--- config.mk ---
export PLATFORM = sky130hd
export DESIGN_NAME = serial_slice_adder
export DESIGN_NICKNAME = d
export VERILOG_FILES = /design/src/rtl/serial_slice_adder.sv
export SDC_FILE = /design/constraint.sdc
export NUM_CORES = 1
export LEC_CHECK = 0
export BUFFER_PORTS_ARGS = -buffer_cell sky130_fd_sc_hd__buf_2
export CORE_ASPECT_RATIO = 1.25
export CORE_MARGIN = 2
export CORE_UTILIZATION = 31
export DETAILED_ROUTE_END_ITERATION = 10
export PLACE_DENSITY = 0.57
export SETUP_SLACK_MARGIN = 0.1
export SYNTH_ARGS = -nofsm -noshare
export SYNTH_HDL_FRONTEND = slang
export SYNTH_SLANG_ARGS = --single-unit
export TNS_END_PERCENT = 20
--- constraint.sdc ---
create_clock -name CLK -period 5.1 [get_ports CLK]
set_clock_uncertainty 0.1 [all_clocks]
set_input_delay 1.53 -clock CLK [delete_from_list [all_inputs] [get_ports CLK]]
set_output_delay 1.53 -clock CLK [all_outputs]
set_load 0.05 [all_outputs]
--- src/rtl/serial_slice_adder.sv ---
// Multi-cycle add/subtract unit: SLICE chained full-adder cells per clock,
// ripple carry held in a register between slices, start/busy/done handshake.
module serial_slice_adder #(
  parameter int WIDTH = 8,
  parameter int SLICE = 1
) (
  input  logic             CLK,
  input  logic             RST_n,
  input  logic             Start,
  input  logic             Sub,
  input  logic [WIDTH-1:0] A,
  input  logic [WIDTH-1:0] B,
  input  logic             Cin,
  output logic             Busy,
  output logic             Done,
  output logic [WIDTH-1:0] Result,
  output logic             Cout,
  output logic             Overflow
);

  localparam int N  = WIDTH / SLICE;
  localparam int CW = (N > 1) ? $clog2(N) : 1;

  generate
    if (WIDTH < 2 || SLICE < 1 || (WIDTH % SLICE) != 0) begin : g_bad_params
      $error("serial_slice_adder: SLICE must divide WIDTH exactly and WIDTH must be >= 2");
    end
  endgenerate

  typedef enum logic [1:0] {
    IDLE = 2'd0,
    RUN  = 2'd1,
    DONE = 2'd2
  } state_t;

  state_t           state_reg;
  state_t           state_next;

  logic [WIDTH-1:0] a_reg;
  logic [WIDTH-1:0] bx_reg;
  logic [WIDTH-1:0] acc_reg;
  logic [WIDTH-1:0] acc_next;
  logic [WIDTH-1:0] result_reg;
  logic [CW-1:0]    cnt_reg;
  logic             carry_reg;
  logic             cout_reg;
  logic             ovf_reg;

  logic [SLICE-1:0] a_slice;
  logic [SLICE-1:0] bx_slice;
  logic [SLICE-1:0] slice_sum;
  logic [SLICE:0]   chain;
  logic             last_slice;

  assign last_slice = (state_reg == RUN) && (cnt_reg == CW'(N - 1));

  assign a_slice  = a_reg[cnt_reg * SLICE +: SLICE];
  assign bx_slice = bx_reg[cnt_reg * SLICE +: SLICE];
  assign chain[0] = carry_reg;

  generate
    for (genvar gi = 0; gi < SLICE; gi++) begin : g_fa
      assign slice_sum[gi] = a_slice[gi] ^ bx_slice[gi] ^ chain[gi];
      assign chain[gi+1]   = (a_slice[gi] & bx_slice[gi]) |
                             (chain[gi] & (a_slice[gi] ^ bx_slice[gi]));
    end
  endgenerate

  // Accumulator with the current slice merged in; on the last slice this is the full result.
  always_comb begin
    acc_next = acc_reg;
    acc_next[cnt_reg * SLICE +: SLICE] = slice_sum;
  end

  always_ff @(posedge CLK or negedge RST_n) begin
    if (!RST_n) begin
      state_reg <= IDLE;
    end else begin
      state_reg <= state_next;
    end
  end

  always_comb begin
    state_next = state_reg;
    case (state_reg)
      IDLE:    if (Start) state_next = RUN;
      RUN:     if (last_slice) state_next = DONE;
      DONE:    state_next = IDLE;
      default: state_next = IDLE;
    endcase
  end

  always_ff @(posedge CLK or negedge RST_n) begin
    if (!RST_n) begin
      a_reg      <= '0;
      bx_reg     <= '0;
      acc_reg    <= '0;
      result_reg <= '0;
      cnt_reg    <= '0;
      carry_reg  <= 1'b0;
      cout_reg   <= 1'b0;
      ovf_reg    <= 1'b0;
    end else begin
      case (state_reg)
        IDLE: begin
          if (Start) begin
            // Subtract is A + ~B + ~Cin, so the borrow-in becomes an inverted carry-in.
            a_reg     <= A;
            bx_reg    <= Sub ? ~B : B;
            carry_reg <= Sub ? ~Cin : Cin;
            cnt_reg   <= '0;
            acc_reg   <= '0;
          end
        end
        RUN: begin
          acc_reg   <= acc_next;
          carry_reg <= chain[SLICE];
          cnt_reg   <= cnt_reg + 1'b1;
          if (last_slice) begin
            result_reg <= acc_next;
            cout_reg   <= chain[SLICE];
            ovf_reg    <= chain[SLICE] ^ chain[SLICE-1];
          end
        end
        default: begin
        end
      endcase
    end
  end

  assign Busy     = (state_reg != IDLE);
  assign Done     = (state_reg == DONE);
  assign Result   = result_reg;
  assign Cout     = cout_reg;
  assign Overflow = ovf_reg;

endmodule
== Word-level counts from Yosys, hierarchy flattened ==
Cells that the tools add are included.

* Flip-flop bits (word level): 40
* Bits of input ports: 21
* Output and inout port bits: 12

* $add $sub $neg: 2
* Equality and inequality tests: 5
* Shifts and indexed selects: 4
* Mux-type cells: 12
* Bitwise logic cells: 8
* Reduce and logical (&&, ||, !) cells: 8

{| class="wikitable"
|+ Operators with widths
! cell !! number
|-
| $neg A3 Y34 || 1
|-
| $shift A1 B34 Y8 const A || 1
|-
| $shiftx A1 B34 Y8 || 1
|-
| $mux W8 || 2
|-
| $pmux W8 S2 || 1
|-
| $shiftx A8 B4 Y1 || 2
|-
| $bwmux W8 || 1
|-
| $not A8 Y8 || 1
|-
| $reduce_and A2 Y1 || 4
|-
| $pmux W3 S2 || 1
|-
| $mux W2 || 2
|-
| $ne A2 B2 Y1 const B || 2
|-
| $pmux W2 S2 || 1
|-
| $reduce_bool A2 Y1 || 2
|-
| $add A3 B1 Y3 const B || 1
|-
| $eq A3 B3 Y1 const B || 1
|-
| $mux W3 || 1
|-
| $xor A1 B1 Y1 || 3
|-
| $and A1 B1 Y1 || 2
|-
| $eq A2 B1 Y1 const B || 1
|-
| $eq A2 B2 Y1 const B || 1
|-
| $logic_not A2 Y1 || 1
|-
| $mux W1 || 2
|-
| $pmux W1 S2 || 1
|-
| other kinds (3) || 3
|}

== Logic depth before layout (Yosys ltp) ==
* Word-level depth: 6
* Mapped depth: 8

== Worst setup path after synthesis ==
No wires, ideal clock.

* Kind: register -> register
* Start point: reg cnt_reg[0]
* End point: reg acc_reg[2]
* Setup time: 0.070 ns
* Data arrival time: 2.688 ns
* Data required time: 4.930 ns
* Slack: 2.242 ns
* Cell stages (with the launch flop): 9
* Path buffers: 1
* Clock period less this slack: 2.858 ns
* Path through: dfrtp_1 > clkbuf_1 > mux4_1 > nand2_1 > nand2_1 > fa_1 > nand3b_1 > or4_1 > nand3_1

* Longest elaborated chain between the ends: 6
* Elaborated cells on any way between the ends: 9
* Those cells by class: 1 x add/sub; 4 x shift; 2 x mux; 2 x bitwise

{| class="wikitable"
|+ Ends and longest elaborated chain
! what !! line !! text
|-
| start: declaration || 44 || <nowiki>logic [CW-1:0] cnt_reg;</nowiki>
|-
| start signal: assignment || 118 || <nowiki>cnt_reg <= cnt_reg + 1'b1;</nowiki>
|-
| $shiftx A8 B4 Y1 (on tied branches) || 57, 58 ||
|-
| $xor A1 B1 Y1 (2 in a row) || 63 || <nowiki>assign slice_sum[gi] = a_slice[gi] ^ bx_slice[gi] ^ chain[gi];</nowiki>
|-
| $shiftx A1 B34 Y8 || 72 || <nowiki>acc_next[cnt_reg * SLICE +: SLICE] = slice_sum;</nowiki>
|-
| $bwmux W8 (*) || 72 ||
|-
| $pmux W8 S2 (*) || 104 || <nowiki>case (state_reg)</nowiki>
|-
| end signal: assignment || 116 || <nowiki>acc_reg <= acc_next;</nowiki>
|-
| end: declaration || 41 || <nowiki>logic [WIDTH-1:0] acc_reg;</nowiki>
|}

Every way passes the cells marked *; elsewhere a longest branch is shown, timed or not.
A chain may end at the register's enable or synchronous reset.

== Worst setup path after layout ==
Same ends and word-level chain as after synthesis.

==> impl_metrics.env <==
export IMPL_ys_ff_latch=40
export IMPL_maxSlewViolCount=0
export IMPL_ant_nets=0
export IMPL_die_h_um=96.7
export IMPL_diodes=0
export IMPL_syn_area_um2=2130
export IMPL_final_common_cell="dfrtp_1"
export IMPL_htree_levels=2
export IMPL_crit_type="reg -> reg"
export IMPL_syn_avg_cell_area_um2=10.8
export IMPL_antenna_found_initial=0
export IMPL_grt_use_total=0.122
export IMPL_cts_tree="built"
export IMPL_ys_warn_count=0
export IMPL_post_drt_via_cell_ratio=5.01
export IMPL_rows=33
export IMPL_drtIter0Drc=107
export IMPL_synth_cell_types=48
export IMPL_post_route_min_period_ns=3.04
export IMPL_core_um2=6610
export IMPL_setup_tns_ns=0
export IMPL_cp_required_ns=5.22
export IMPL_io_buffers=32
export IMPL_maxCapViolCount=0
export IMPL_first_pass_iters=4
export IMPL_min_from="Result[3]$_DFFE_PN0P_"
export IMPL_finalHoldViolCount=0
export IMPL_cts_buffers_inserted=5
export IMPL_layout_drive_gt1_share=0.242
export IMPL_p_per_area_nw_per_um2=701
export IMPL_hold_depth=2
export IMPL_finalCritPeriodShare=0.596
export IMPL_crit_fanout=16
export IMPL_synth_cells=198
export IMPL_routed_wl_um=4240
export IMPL_async_reset_ff_frac=1.00
export IMPL_syn_nets=224
export IMPL_r2r_end="acc_reg[2]$_DFFE_PN0P_"
export IMPL_start_util=0.322
export IMPL_nets=251
export IMPL_setup_viol=0
export IMPL_finalNonFillerCells=310
export IMPL_cp_end_kind="register"
export IMPL_status="finished clean"
export IMPL_max_freq_mhz=329
export IMPL_cp_arrival_ns=3.16
export IMPL_worstHoldEndpoint="Result[3]$_DFFE_PN0P_"
export IMPL_seq_area_um2=1000
export IMPL_fillers=688
export IMPL_hpwlAfterDp_um=3110
export IMPL_grt_pass1_vias=1501
export IMPL_numClockSinks=40
export IMPL_synthFlopType="dfrtp_1"
export IMPL_startpoint_type="register"
export IMPL_grt_remaining_overflow=0
export IMPL_leakagePower_nw=1.06
export IMPL_synth_edf_count=0
export IMPL_grt_max_degree=41
export IMPL_ys_seq_area_frac=0.470
export IMPL_clk_latency_ns=0.28
export IMPL_maxSlewHeadroom=0.428
export IMPL_hold_buffers=0
export IMPL_drc=0
export IMPL_hold_class="reg -> reg"
export IMPL_grt_pass1_wl_um=7330
export IMPL_vias=1554
export IMPL_gp_congestion=0.826
export IMPL_timing_rr_start="cnt_reg[0]$_DFFE_PN0P_"
export IMPL_ir_worst_vdd_uv=296
export IMPL_die_w_um=78.1
export IMPL_syn_to_final_growth_pct=13.7
export IMPL_wl_per_cell_um=13.7
export IMPL_clockRootBuffer="clkbuf_8"
export IMPL_cts_resized_gates=0
export IMPL_postCtsSetupBuffers=0
export IMPL_die_area_um2=7550
export IMPL_dp_cells=305
export IMPL_cts_max_path_buffers=2
export IMPL_layout_common_cells="dfrtp_1, buf_2, nand2_1, nor2_1"
export IMPL_rsz0062_at_grt="false"
export IMPL_multi_input_area_um2=1050
export IMPL_ff2ff_path_depth=7
export IMPL_ios=33
export IMPL_worst_slew_pin_slew_ns=0.857
export IMPL_path_clk_slew_ns=0.07
export IMPL_regToRegSetupSlack_ns=2.06
[synthesized netlist by cell type, drive strengths merged, types with 2 or more instances]
master / number / area, µm²
dfrtp: 40 / 1000
nand2: 21 / 78.8
nor2: 11 / 41.3
a21oi: 10 / 50.1
o21ai: 10 / 50.1
clkbuf: 9 / 33.8
mux2: 9 / 101
xnor2: 9 / 78.8
inv: 6 / 22.5
o31ai: 5 / 37.5
buf: 4 / 25.0
ha: 4 / 50.1
mux2i: 4 / 40.0
mux4: 4 / 105
nand2b: 4 / 25.0
o311ai: 4 / 35.0
a2bb2oi: 3 / 26.3
a31oi: 3 / 18.8
nand3b: 3 / 22.5
nor2b: 3 / 18.8
or2: 3 / 18.8
a32o: 2 / 20.0
and3b: 2 / 17.5
and4bb: 2 / 25.0
nand3: 2 / 10.0
o21bai: 2 / 15.0
or3: 2 / 12.5
or4: 2 / 18.8
[critical path, cell delays in order, from the launching register on]
cell and delay (ns):
dfrtp_1 0.65, mux4_1 0.61, nand2_1 0.08, nand2_1 0.07
fa_1 0.68, nand3b_1 0.21, or4_1 0.50, nand3_1 0.08
[cell families after synthesis]
logic type / count (synthesis) / synth area share
xor gates and xnor gates: 10 / 0.0411
muxes: 17 / 0.116
DFF: 40 / 0.470
and+or+nand+nor: 62 / 0.160
buffers and inverters: 19 / 0.0382
adders and majority gates: 5 / 0.0329
AOI/OAI and AO/OA: 45 / 0.142
[area by class of cell]
class | instances | area share
Inverter | 6 | 0.00930
Clock buffer | 5 | 0.0284
Sequential cell | 40 | 0.413
Multi-Input combinational cell | 139 | 0.435
Tap cell | 87 | 0.0450
Timing Repair Buffer | 33 | 0.0693
[power breakdown]
part           switching, W  internal (W)  total (W)  leakage [nW]
logic              0.000566      0.000380   0.000945         0.534
registers          0.000113      0.000452   0.000565         0.487
clock network     0.0000981     0.0000882   0.000186        0.0359
total              0.000777      0.000920    0.00170          1.06
[layer usage]
layer  track usage  vias to the layer above  share of wire
li1              -                      771              -
met1         0.163                      734           0.44
met2         0.191                       39           0.50
met3        0.0261                       10          0.041
met4        0.0526                        0          0.026
met5             0                        -              0
[worst max path at each step]
stage | start | to | slack, ns | depth (start not counted)
global placement | cnt_reg[0]$_DFFE_PN0P_ | acc_reg[2]$_DFFE_PN0P_ | 2.15 | 7
detailed placement | cnt_reg[0]$_DFFE_PN0P_ | acc_reg[2]$_DFFE_PN0P_ | 2.05 | 7
global route | cnt_reg[0]$_DFFE_PN0P_ | acc_reg[2]$_DFFE_PN0P_ | 1.85 | 7
CTS | cnt_reg[0]$_DFFE_PN0P_ | acc_reg[2]$_DFFE_PN0P_ | 2.05 | 7
finish | cnt_reg[0]$_DFFE_PN0P_ | acc_reg[2]$_DFFE_PN0P_ | 2.06 | 7
floorplan | cnt_reg[0]$_DFFE_PN0P_ | acc_reg[2]$_DFFE_PN0P_ | 2.24 | 8
[per-stage QoR]
step / worst slack, ns / instance area [µm²] / util / hold WS (ns) / total power (W)
6_report: 2.06 / 2420 / 0.366 / 0.380 / 0.00170
5_1_grt: 1.85 / 2420 / 0.366 / 0.407 / 0.00184
4_1_cts: 2.05 / 2420 / 0.366 / 0.386 / 0.00171
3_5_place_dp: 2.05 / 2350 / 0.356 / 0.369 / 0.00153
3_3_place_gp: 2.15 / 2350 / 0.356 / 0.361 / 0.00151
2_1_floorplan: 2.24 / 2130 / - / 0.365 / 0.00131
Note: power is estimated with default switching activity, not from simulation.
